[config.mk]
export PLATFORM = sky130hd
export DESIGN_NAME = lz77_decoder
export DESIGN_NICKNAME = d
export VERILOG_FILES = /design/src/rtl/lz77_pkg.sv /design/src/rtl/lz77_history_buf.sv /design/src/rtl/lz77_decoder.sv
export SDC_FILE = /design/constraint.sdc
export NUM_CORES = 1
export LEC_CHECK = 0
export ABC_AREA = 0
export CAP_MARGIN = 20
export CORE_MARGIN = 2
export CORE_UTILIZATION = 45
export CTS_CLUSTER_DIAMETER = 60
export DETAILED_ROUTE_END_ITERATION = 6
export SLEW_MARGIN = 10
export SYNTH_ARGS = -nofsm -noshare
export SYNTH_HDL_FRONTEND = slang
export SYNTH_SLANG_ARGS = --single-unit
[constraint.sdc]
create_clock -name clk -period 6.6 [get_ports clk]
set_clock_uncertainty 0.1 [all_clocks]
set_input_delay 1.32 -clock clk [delete_from_list [all_inputs] [get_ports clk]]
set_output_delay 1.32 -clock clk [all_outputs]
set_load 0.005 [all_outputs]
[src/rtl/lz77_pkg.sv]
// Shared LZ77 defaults and the decoder state encoding.
// Keep these values in step with the encoder's configuration.
package lz77_pkg;

  localparam int DATA_WIDTH           = 8;
  localparam int DICTIONARY_DEPTH     = 16;
  localparam int DICTIONARY_DEPTH_LOG = 4;
  localparam int CNT_WIDTH            = 3;

  typedef enum logic [1:0] {
    IDLE,
    COPY,
    LIT
  } lz77_dec_state_t;

endpackage

[src/rtl/lz77_history_buf.sv]
// History dictionary: a shift register (entry 0 newest) with an asynchronous
// clear and a combinational read tap at rd_addr.
module lz77_history_buf #(
  parameter int DATA_WIDTH = 8,
  parameter int DEPTH      = 16,
  parameter int ADDR_WIDTH = 4
) (
  input  logic                  clk,
  input  logic                  rst,
  input  logic                  shift_en,
  input  logic [DATA_WIDTH-1:0] data_in,
  input  logic [ADDR_WIDTH-1:0] rd_addr,
  output logic [DATA_WIDTH-1:0] rd_data
);

  logic [DATA_WIDTH-1:0] taps [DEPTH];

  generate
    for (genvar gi = 0; gi < DEPTH; gi++) begin : g_entry
      logic [DATA_WIDTH-1:0] entry_reg;
      logic [DATA_WIDTH-1:0] entry_src;

      if (gi == 0) begin : g_head
        assign entry_src = data_in;
      end else begin : g_tail
        assign entry_src = taps[gi-1];
      end

      always_ff @(posedge clk or posedge rst) begin
        if (rst) begin
          entry_reg <= '0;
        end else if (shift_en) begin
          entry_reg <= entry_src;
        end
      end

      assign taps[gi] = entry_reg;
    end
  endgenerate

  assign rd_data = taps[rd_addr];

endmodule

[src/rtl/lz77_decoder.sv]
// LZ77 token decoder: each token yields match_length copied bytes then a literal.
// Define LZ77_DEC_BACK2BACK_EN to accept the next token during the literal beat.
module lz77_decoder #(
  parameter int DATA_WIDTH           = lz77_pkg::DATA_WIDTH,
  parameter int DICTIONARY_DEPTH     = lz77_pkg::DICTIONARY_DEPTH,
  parameter int DICTIONARY_DEPTH_LOG = lz77_pkg::DICTIONARY_DEPTH_LOG,
  parameter int CNT_WIDTH            = lz77_pkg::CNT_WIDTH
) (
  input  logic                            clk,
  input  logic                            rst,
  input  logic                            in_valid,
  output logic                            in_ready,
  input  logic [DICTIONARY_DEPTH_LOG-1:0] match_position,
  input  logic [CNT_WIDTH-1:0]            match_length,
  input  logic [DATA_WIDTH-1:0]           next_symbol,
  output logic                            out_valid,
  input  logic                            out_ready,
  output logic [DATA_WIDTH-1:0]           out_data,
  output logic                            busy
);

  import lz77_pkg::*;

  lz77_dec_state_t                 state_reg, state_next;
  logic [DICTIONARY_DEPTH_LOG-1:0] pos_reg, pos_next;
  logic [CNT_WIDTH-1:0]            cnt_reg, cnt_next;
  logic [DATA_WIDTH-1:0]           sym_reg, sym_next;
  logic                            shift_en;
  logic                            load;
  logic [DATA_WIDTH-1:0]           hist_data;

  // Every emitted byte is pushed back into history, so pos_reg stays fixed
  // while the shift walks the source forward (overlapping runs just work).
  lz77_history_buf #(
    .DATA_WIDTH (DATA_WIDTH),
    .DEPTH      (DICTIONARY_DEPTH),
    .ADDR_WIDTH (DICTIONARY_DEPTH_LOG)
  ) u_hist (
    .clk      (clk),
    .rst      (rst),
    .shift_en (shift_en),
    .data_in  (out_data),
    .rd_addr  (pos_reg),
    .rd_data  (hist_data)
  );

  always_ff @(posedge clk or posedge rst) begin
    if (rst) begin
      state_reg <= IDLE;
      pos_reg   <= '0;
      cnt_reg   <= '0;
      sym_reg   <= '0;
    end else begin
      state_reg <= state_next;
      pos_reg   <= pos_next;
      cnt_reg   <= cnt_next;
      sym_reg   <= sym_next;
    end
  end

  always_comb begin
    state_next = state_reg;
    pos_next   = pos_reg;
    cnt_next   = cnt_reg;
    sym_next   = sym_reg;
    in_ready   = 1'b0;
    out_valid  = 1'b0;
    out_data   = '0;
    shift_en   = 1'b0;
    load       = 1'b0;

    case (state_reg)
      IDLE: begin
        in_ready = 1'b1;
        load     = in_valid;
      end
      COPY: begin
        out_valid = 1'b1;
        out_data  = hist_data;
        if (out_ready) begin
          shift_en = 1'b1;
          cnt_next = cnt_reg - CNT_WIDTH'(1);
          if (cnt_reg == CNT_WIDTH'(1)) begin
            state_next = LIT;
          end
        end
      end
      LIT: begin
        out_valid = 1'b1;
        out_data  = sym_reg;
`ifdef LZ77_DEC_BACK2BACK_EN
        in_ready  = out_ready;
        load      = out_ready && in_valid;
`endif
        if (out_ready) begin
          shift_en   = 1'b1;
          state_next = IDLE;
        end
      end
      default: state_next = IDLE;
    endcase

    // A new token overrides the literal's return to IDLE when chained.
    if (load) begin
      pos_next   = match_position;
      cnt_next   = match_length;
      sym_next   = next_symbol;
      state_next = (match_length != '0) ? COPY : LIT;
    end
  end

  assign busy = (state_reg != IDLE);

endmodule
Word-level counts from Yosys, hierarchy flattened
Cells that the tools add are included.
Storage, ports and cells
  register bits: 145
  bits of input ports: 19
  output and inout bits: 11
  word-level logic and storage cells: 56
Operators by class
  add/sub/neg operators: 1
  magnitude comparators: 1
  equality and inequality tests: 7
  mux-type cells: 18
  bitwise logic cells: 1
  reduce and logical (&&, ||, !) cells: 8
Operators with widths (count)
  binary-select mux 8 bit (select 4 bit): 1
  2-to-1 mux 8 bit: 2
  one-hot mux 8 bit (2 select lines): 1
  2-to-1 mux 2 bit: 5
  2-to-1 mux 3 bit: 3
  inequality test 3 bit, second input constant: 3
  one-hot mux 2 bit (3 select lines): 1
  nonzero test 2 bit: 3
  greater-or-equal comparator 5 bit, second input constant: 1
  2-to-1 mux 1 bit: 5
  NOT 4 -> 5 bit: 1
  AND reduction 4 bit: 1
  == test 3 x 1 -> 1 bit, second input constant: 1
  nonzero test 3 bit: 1
  subtractor 3 x 1 -> 3 bit, second input constant: 1
  == test 2 x 1 -> 1 bit, second input constant: 1
  == test 2 bit, second input constant: 1
  zero test 2 bit: 1
  inequality test 2 bit, second input constant: 1
  AND reduction 2 bit: 1
  OR reduction 2 bit: 1

Longest topological paths before layout
Gate-level depths: netlist (run 1).
  word-level depth: 5
  gate-level depth with buffers: 8
  gate-level depth less buffers: 6

Hierarchy
From an unflattened synthesis (run 1), not the netlist that was laid out.
Second synthesis, totals
  cells, all modules: 425
  area total of the unflattened synthesis: 6746.5 um^2
By module, submodules not included
  lz77_history_buf: instances 1, cells an instance 342, area an instance 5816.8 um^2, seq. area each 3203.1 um^2
  lz77_decoder: instances 1, cells an instance 83, area an instance 929.6 um^2, seq. area each 425.4 um^2

Least setup slack after synthesis (run 1)
Ideal clock, no wire load.
  path kind: register -> output
  from: register pos_reg[2]
  to: output port out_data[1]
  arrival: 1.333 ns
  data required time: 5.180 ns
  slack: 3.847 ns
  stages on the path, launching flop included: 7
  buffers on the path: 2
  cell sequence: dfrtp_1 and2_1 clkbuf_1 buf_2 a22oi_1 nand4_1 a31oi_1
Between the ends
  longest elaborated chain between the ends: 5
Ends and longest elaborated chain
  start: declaration: line lz77_decoder.sv:25  | logic [DICTIONARY_DEPTH_LOG-1:0] pos_reg, pos_next;
  start signal: assignment: line lz77_decoder.sv:55  | pos_reg <= pos_next;
  NOT 4 -> 5 bit (implied by the code): line lz77_history_buf.sv:41  | assign rd_data = taps[rd_addr];
  binary-select mux 8 bit (select 4 bit): line lz77_history_buf.sv:41
  2-to-1 mux 8 bit (implied by the code) (2 in a row): line lz77_history_buf.sv:41
  one-hot mux 8 bit (2 select lines): line lz77_decoder.sv:72  | case (state_reg)
  end: declaration: line lz77_decoder.sv:18  | output logic [DATA_WIDTH-1:0] out_data,
Every way passes these cells. The select of a mux whose other input is x is not followed.

Final worst setup path (run 1)
  from: register state_reg[1]
  to: output port out_data[0]
Between the ends
  longest elaborated chain between the ends: 2
  elaborated cells between the ends (all ways): 3
  classes of those cells: eq/ne: 2; mux: 1
Ends and longest elaborated chain
  start: declaration: line lz77_decoder.sv:24  | lz77_dec_state_t state_reg, state_next;
  start signal: assignment: line lz77_decoder.sv:54  | state_reg <= state_next;
  == test 2 bit or == test 2 x 1 -> 1 bit (tied branches): line lz77_decoder.sv:72
  one-hot mux 8 bit (2 select lines) (*): line lz77_decoder.sv:72
Every way passes the cells marked *; elsewhere a longest branch is shown, timed or not.

==> impl_metrics.toml, run 1 <==
[power_and_ir_drop]
power.switching_mw = 1.54
comb_power_share_pct = 37.0
seqPwrFrac_pct = 38.3
switching_share_pct = 38.8
powerDensity_mw_per_mm2 = 515
p_int_mw = 2.43
peakVddDrop_mv = 0.237
clock_power_share_pct = 24.7
leakage_nw = 3.98

[grt]
grt_max_degree = 88
antenna_found_initial = 0
grt_pass1_vias = 5053
grt_pass1_wl_mm = 25.7
gr-usage-all-layers_pct = 20.4
overflow = 0

[die]
coreArea_sq_mm = 0.0146
start_util_pct = 46.2
die_h_microns = 126
io_pins = 30
die_w_microns = 126
std_cell_rows = 44
die_area_sq_mm = 0.0160

[clock_tree]
htreeDepth = 4
cts_setup_buffers = 0
tritoncts = "done"
cts.path.max_buffers = 2
numCtsBuffers = 17
cts_resized = 0
cts_root_buf = "clkbuf_16"
clock_latency_ps = 410
cts.clk_slew.worst_paths_ps = 60
holdBufCountCts = 0
clkSinkCount = 145

[drt]
drt_iter0_markers = 468
dr_wl_met2_mm = 7.59
routed_via_density = 5.36
met1_length_mm = 7.14
ant_nets = 0
dr_total_vias = 5088
highest-signal-layer = "met4"
post_drt_wl_per_cell_microns = 16.2
drc = 0
wirelength_mm = 15.4
first_pass_iters = 5
met3_length_microns = 487

[setup_path]
worstRegToRegCells = 5
arrival_ps = 3040
cp_num_cells = 7
path_buf_inv = 3
crit_family = "simple AND/OR/NAND/NOR gates"
crit_path_top_delay_cell = "clkdlybuf4s50_1"
crit_chain = "inv_1, ha_1, inv_1, nor2_1, nand3_1, a31oi_1, clkdlybuf4s50_1"
crit_path_end_kind = "primary output"
criticalPathCategory = "flop to primary output"
worst-path-max-fanout = 12
crit_top_cell = "inv_1"
critPathMaxStageDelay_ps = 540
start_kind = "flop"
cp.required_ps = 5180

[synth]
synth.avg_cell_area_sq_um = 8.99
postSynthCellCount = 749
yosys_warnings = 0
yosysTopAreaCell = "dfrtp_1"
syn_nets = 773
yosysTopAreaCellShare_pct = 53.9
syn_area_sq_mm = 0.00674
synth_area_leaders = "dfrtp_1 54%, nand2_1 21%, mux2i_1 9.5%, a22oi_1 3.6%, mux2_2 2.0%"
seq_area_frac_synth_pct = 53.9
ys_ff_latch = 145
ys_types = 28

[timing]
whs_ps = 376
rsz0062_at_grt = "false"
finalMaxSlewViolations = 0
tns_ps = 0
timing.fmax_mhz = 224
fin_ws_ps = 2140
fin_crit_sh_pct = 67.6
timing.slew.headroom_pct = 28.0
finalSetupViolCount = 0
finalCriticalPeriod_ps = 4460
finalHoldViolations = 0
tightest_slew_ps = 1080

[final_layout]
fin_cells = 950
final_layout_size_suffix_gt1_share_pct = 6.40
regArea_sq_mm = 0.00363
area_growth_syn_to_layout_pct = 14.4
postLayoutCoreUtil_pct = 52.8
fin_nets = 778
multiInputGateArea_sq_mm = 0.00287
nFillCells = 1310
antenna_cells = 0
largest_reg_flops = 120

[placed_design]
dp_slack_ps = 2430
post-dp-hpwl_mm = 9.20
gp_congestion = 0.809
port_buffers = 29
dp_cells = 918

[run_status]
status = "finished clean"

[worst_hold_path]
hp-class = "flop to flop"
min_path_cells = 2

[job]
maxCapViolCount = 0
power groups by stage:
stage	clock, mW	combinational (mW)	sequential [mW]
2_1_floorplan	0	1.13	1.42
3_3_place_gp	0	1.37	1.58
3_5_place_dp	0	1.39	1.60
4_1_cts	0.995	1.40	1.59
5_1_grt	1.04	1.64	1.57
6_report	0.979	1.47	1.52
worst reg2reg max path: cells and delay by family (launching register included):
kind	cells	cell delay [ps]
AND/OR/NAND/NOR	1	800
buffers and inverters	2	680
flip-flops	1	380
adder cells (fa/ha/maj)	1	380
AO/OA/AOI/OAI	1	220
cells in the mapped netlist, drive strengths merged:
cell type and number:
nand2 369, dfrtp 145, mux2i 64, a22oi 32, clkbuf 28, buf 19
nor2 15, mux2 12, a31oi 9, inv 8, nand3 8, nand4 8
a21oi 7, a41oi 6, ha 5, a32oi 2, and2 2, nor2b 2
o21ai 2, and3b 1, nand2b 1, nor3 1, o211ai 1, xnor2 1
xor2 1
layout make-up:
cell class	count	share of cell area [%]
Clock buffer	26	6.48
Clock inverter	5	1.30
Inverter	8	0.455
Timing Repair Buffer	33	4.42
Tap cell	184	2.99
Multi-Input combinational cell	549	37.2
Sequential cell	145	47.1
per-stage QoR:
stage	instance area, sq um	total power [mW]
after CTS	7680	3.99
after floorplan	6740	2.55
final	7710	3.97
after global routing	7710	4.25
after detailed placement	7080	3.00
after global placement	7080	2.95
cell usage in the layout (no fill, tap or decap), drive strengths merged, types with 3 or more instances in the layout:
cell type / instances
a21oi: 7
a22oi: 32
a31oi: 9
a41oi: 6
buf: 4
bufinv: 3
clkbuf: 26
clkdlybuf4s50: 29
dfrtp: 145
ha: 5
inv: 8
mux2: 12
mux2i: 64
nand2: 369
nand3: 8
nand4: 8
nor2: 15
path summary, 6_finish.rpt:
| check | slack, ps | end | from |
|---|---|---|---|
| min reg2reg | 380 | u_hist.g_entry[15].entry_reg[5] | u_hist.g_entry[15].entry_reg[5] |
| max in group asynchronous | 3840 | sym_reg[3] | rst |
| max reg2reg | 3870 | u_hist.g_entry[0].entry_reg[1] | state_reg[0] |
| min | 380 | u_hist.g_entry[15].entry_reg[5] | u_hist.g_entry[15].entry_reg[5] |
| min in group asynchronous | 1300 | u_hist.g_entry[6].entry_reg[3] | rst |
| max | 2140 | out_data[0] | state_reg[1] |
routing by layer:
| layer | up-vias | track usage (%) |
|---|---|---|
| met4 | 0 | 4.98 |
| met1 | 2539 | 28.0 |
| li1 | 2458 | - |
| met3 | 13 | 5.15 |
| met5 | - | 0 |
| met2 | 78 | 32.7 |
cells by family after synthesis:
logic type               share of synthesized area [%]
AND/OR/NAND/NOR                                   23.4
flip-flops                                        53.9
multiplexers                                      11.5
adder cells (fa/ha/maj)                          0.929
buffers and inverters                             3.81
XOR/XNOR                                         0.260
AO/OA/AOI/OAI                                     6.22
Power figures use the tool's default switching activity.
==> run 2: changes to the inputs <==
- clock period: 6.6 -> 3.6 ns (I/O delays scaled with it)
==> run 2 against run 1 <==
Net effect: hold slack better by 3.6 ps; non-clock buffer count is 23 higher; total power is 84% higher; wire length is 0.68% higher; critical endpoint unchanged; largest cell class unchanged; largest power group is now combinational cells.
==> impl_metrics.toml, run 2 (synthesis gave the netlist of run 1 again) <==
[die]
die_area_sq_mm = 0.0160
std_cell_rows = 44
io_pins = 30
coreArea_sq_mm = 0.0146
die_w_microns = 126
start_util_pct = 46.2
die_h_microns = 126

[grt]
grt_pass1_vias = 5164
overflow = 0
grt_pass1_wl_mm = 26.5
antenna_found_initial = 0
grt_max_degree = 57
gr-usage-all-layers_pct = 20.9

[drt]
wirelength_mm = 15.5
routed_via_density = 5.29
first_pass_iters = 6
dr_total_vias = 5138
drc = 0
post_drt_wl_per_cell_microns = 15.9
ant_nets = 0
drt_iter0_markers = 345

[timing]
whs_ps = 380
timing.slew.headroom_pct = 43.7
finalHoldViolations = 0
timing.fmax_mhz = 293
finalMaxSlewViolations = 0
finalSetupViolCount = 0
rsz0062_at_grt = "false"
finalCriticalPeriod_ps = 3410
tns_ps = 0
fin_crit_sh_pct = 94.7
tightest_slew_ps = 843
fin_ws_ps = 192

[final_layout]
fin_nets = 801
postLayoutCoreUtil_pct = 54.1
largest_reg_flops = 120
antenna_cells = 0
mostFrequentLayoutCells = "368 x nand2_1, 144 x dfrtp_1, 64 x mux2i_1, 32 x a22oi_1, 29 x clkdlybuf4s50_1"
final_layout_size_suffix_gt1_share_pct = 8.51
final_common_cell = "nand2_1"
area_growth_syn_to_layout_pct = 17.1

[clock_tree]
numCtsBuffers = 17
cts.path.max_buffers = 2
cts_resized = 0
clock_latency_ps = 420
cts.clk_slew.worst_paths_ps = 60
clkSinkCount = 145
htreeDepth = 4
tritoncts = "done"
cts_root_buf = "clkbuf_16"

[placed_design]
post-dp-hpwl_mm = 9.64
gp_congestion = 0.790
dp_slack_ps = 390
port_buffers = 29

[worst_hold_path]
hp-class = "flop to flop"
hp-start = "u_hist.g_entry[15].entry_reg[0]"

[power_and_ir_drop]
powerDensity_mw_per_mm2 = 928
peakVddDrop_mv = 0.478
leakage_nw = 4.08

[setup_path]
rr_startpoint = "state_reg[1]"
crit_path_end_kind = "primary output"
worst-path-max-fanout = 11
arrival_ps = 2590
crit_path_top_delay_cell = "clkdlybuf4s50_1"
critPathMaxStageDelay_ps = 530
cp.required_ps = 2780
crit_chain = "and2_1, buf_4, a22oi_1, nand4_1, a31oi_1, clkdlybuf4s50_1"
criticalPathCategory = "flop to primary output"
setup.worst_path.start = "pos_reg[2]"
rrSetupSlack_ps = 1500
start_kind = "flop"

[job]
maxCapViolCount = 0

[run_status]
status = "finished clean"
==> run 2: cell count changes in the layout (fill, tap and decap cells not counted) <==
cell        delta
bufinv_16      -1
nor2_2         -1
nor2b_2        -2
clkbuf_8       -3
inv_6          -1
nor2_1         +1
buf_4         +17
clkinvlp_4     +3
buf_12         +6
nor2b_1        +2
==> run 2: area by class of cell <==
cell class,instances,area (sq um)
clock buffer,23,458
clock inverter,6,85.1
fill,1300,6700
inverter,8,33.8
multi-input combinational,549,2860
sequential,145,3630
tap,184,230
timing repair buffer,56,588
==> run 2: worst paths after layout <==
check                           cells after the start                               to
max in group asynchronous                           3  u_hist.g_entry[14].entry_reg[5]
worst min-delay path                                2  u_hist.g_entry[15].entry_reg[0]
worst max register to register                      6   u_hist.g_entry[0].entry_reg[3]
min in group asynchronous                           2  u_hist.g_entry[15].entry_reg[3]
worst max-delay path                                6                      out_data[0]
worst min register to register                      2  u_hist.g_entry[15].entry_reg[0]
==> run 2: power breakdown <==
group / internal [mW] / leakage [nW] / switching (mW)
Sequential: 2.26 / 1.91 / 0.529
Clock: 1.02 / 0.259 / 0.647
Combinational: 1.22 / 1.91 / 1.64
Total: 4.50 / 4.08 / 2.82
==> run 2: worst max-delay path, delay by kind of cell, from the launching register on <==
kind / cells / cell delay [ps]
buffers and inverters: 2 / 770
AND/OR/NAND/NOR: 2 / 510
AO/OA/AOI/OAI: 2 / 480
flip-flops: 1 / 410
==> run 2: per-layer routing <==
| layer | vias up | routed length (microns) | track usage (%) | share of wire [%] |
|---|---|---|---|---|
| met2 | 81 | 7710 | 34.5 | 50 |
| met4 | 0 | 165 | 5.69 | 1.1 |
| met1 | 2538 | 7040 | 27.9 | 45 |
| met3 | 19 | 557 | 4.72 | 3.6 |
| met5 | - | 0 | 0 | 0 |
| li1 | 2500 | - | - | - |
==> run 2: what timing repair did <==
item | CTS | global route
buffers inserted | 1 | 9
setup endpoints to repair | 4 | 1
gates cloned | 0 | 0
hold buffers | 0 | 0
==> run 2: per-stage QoR <==
| stage | std cells | cell area [sq um] | power (mW) |
|---|---|---|---|
| 2_1_floorplan | 749 | 6740 | 4.68 |
| 3_3_place_gp | 932 | 7250 | 5.47 |
| 3_5_place_dp | 932 | 7250 | 5.57 |
| 4_1_cts | 962 | 7820 | 7.30 |
| 5_1_grt | 971 | 7890 | 7.85 |
| 6_report | 971 | 7890 | 7.32 |
==> run 3: changes to the inputs <==
- CORE_ASPECT_RATIO: default -> 1.1
- CORE_UTILIZATION: 45 -> 55
- PLACE_DENSITY: default -> 0.76
==> run 3 against run 2 <==
Net effect: sequential share of layout area grew 0.68 points; wire length decreased by 1.3%; cell count down 3.8%; global-route usage grew 4.2 points; critical path depth is the same; clock power is essentially flat; sequential cell count did not move; largest power group unchanged.
==> impl_metrics.toml, run 3 (synthesis gave the netlist of run 1 again) <==
[run_status]
status = "finished clean"

[drt]
wirelength_mm = 15.3
ant_nets = 0
first_pass_iters = 5
drt_iter0_markers = 558
drc = 0
routed_via_density = 5.63
dr_total_vias = 5258
post_drt_wl_per_cell_microns = 16.3

[die]
die_h_microns = 120
std_cell_rows = 42
io_pins = 30
die_w_microns = 110
coreArea_sq_mm = 0.0120
die_area_sq_mm = 0.0132
start_util_pct = 56.2

[clock_tree]
cts_root_buf = "clkbuf_16"
cts.clk_slew.worst_paths_ps = 60
htreeDepth = 4
cts.path.max_buffers = 2
tritoncts = "done"
numCtsBuffers = 17
clock_latency_ps = 410
clkSinkCount = 145

[grt]
antenna_found_initial = 0
grt_pass1_wl_mm = 25.2
grt_pass1_vias = 5105
grt_max_degree = 146
overflow = 0
gr-usage-all-layers_pct = 25.1

[timing]
finalCriticalPeriod_ps = 3480
rsz0062_at_grt = "false"
tightest_slew_ps = 829
tns_ps = 0
finalHoldViolations = 0
finalSetupViolCount = 0
timing.slew.headroom_pct = 44.8
fin_crit_sh_pct = 96.6
finalMaxSlewViolations = 0
timing.fmax_mhz = 288
whs_ps = 384

[placed_design]
port_buffers = 29
post-dp-hpwl_mm = 9.55
gp_congestion = 0.842

[setup_path]
criticalPathCategory = "flop to primary output"
worst-path-max-fanout = 15
cp.required_ps = 2780
arrival_ps = 2660
start_kind = "flop"
crit_path_end_kind = "primary output"

[final_layout]
nFillCells = 913
final_layout_size_suffix_gt1_share_pct = 8.59
multiInputGateArea_sq_mm = 0.00287
largest_reg_flops = 120
antenna_cells = 0
fin_nets = 792
mostFrequentLayoutCells = "368 x nand2_1, 144 x dfrtp_1, 64 x mux2i_1, 32 x a22oi_1, 29 x clkdlybuf4s50_1"
final_common_cell = "nand2_1"
area_growth_syn_to_layout_pct = 15.4
regArea_sq_mm = 0.00363

[power_and_ir_drop]
switching_share_pct = 39.1
seqPwrFrac_pct = 38.4
powerDensity_mw_per_mm2 = 932
power.switching_mw = 2.83
leakage_nw = 4.03
peakVddDrop_mv = 0.510
p_int_mw = 4.41
clock_power_share_pct = 22.8
comb_power_share_pct = 38.8

[job]
maxCapViolCount = 0

[worst_hold_path]
hp-class = "flop to flop"
## run 3: metrics by stage
stage               std cells  cell area [sq um]  util [%]  setup slack [ps]  total power [mW]
floorplan                 749               6740         -               961              4.68
global placement          902               7190      60.0               425              5.42
detailed placement        902               7190      60.0               449              5.54
CTS                       934               7760      64.8              60.0              7.25
global route              934               7770      64.9              10.4              7.72
finish                    934               7770      64.9               123              7.25
## run 3: repair_timing
item                       4_1_cts  5_1_grt
setup buffers                    1        0
gates resized for setup          0        4
setup endpoints to repair        1        4
cloned                           0        0
hold buffers                     0        0
## run 3: final cells by class
type	count	area share, %
inverters	8	0.435
clock inverters	9	1.08
flip-flops and latches	145	46.7
clock buffers	22	6.10
repair buffers	47	6.21
multi-input cells	549	37.0
well taps	154	2.48
## run 3: critical path: stages (launching register included)
cell	delay (ps)
dfrtp_4	610
buf_4	240
mux2i_1	120
a22oi_1	220
nand4_1	180
a31oi_2	300
clkdlybuf4s50_1	560
## run 3: worst paths after layout
kind	from	to	slack, ps	cells past startpoint
worst max-delay path	pos_reg[0]	out_data[0]	120	6
worst min-delay path	u_hist.g_entry[15].entry_reg[2]	u_hist.g_entry[15].entry_reg[2]	380	2
worst max register to register	state_reg[0]	u_hist.g_entry[0].entry_reg[6]	1520	6
worst min register to register	u_hist.g_entry[15].entry_reg[2]	u_hist.g_entry[15].entry_reg[2]	380	2
max in group asynchronous	rst	pos_reg[0]	1950	3
min in group asynchronous	rst	u_hist.g_entry[7].entry_reg[0]	710	3
## run 3: metal layers
layer | GRT usage (%) | share of wire, % | up-vias
li1 | - | - | 2474
met1 | 33.2 | 43 | 2620
met2 | 40.3 | 51 | 137
met3 | 5.81 | 4.0 | 27
met4 | 8.86 | 2.0 | 0
met5 | 0 | 0 | -
## run 3: power by group through the flow
stage                     Combinational, mW  Sequential [mW]  Clock (mW)
after floorplan                        2.07             2.60           0
after global placement                 2.63             2.79           0
after detailed placement               2.72             2.82           0
after CTS                              2.81             2.77        1.67
after global routing                   3.11             2.86        1.75
final                                  2.81             2.78        1.65
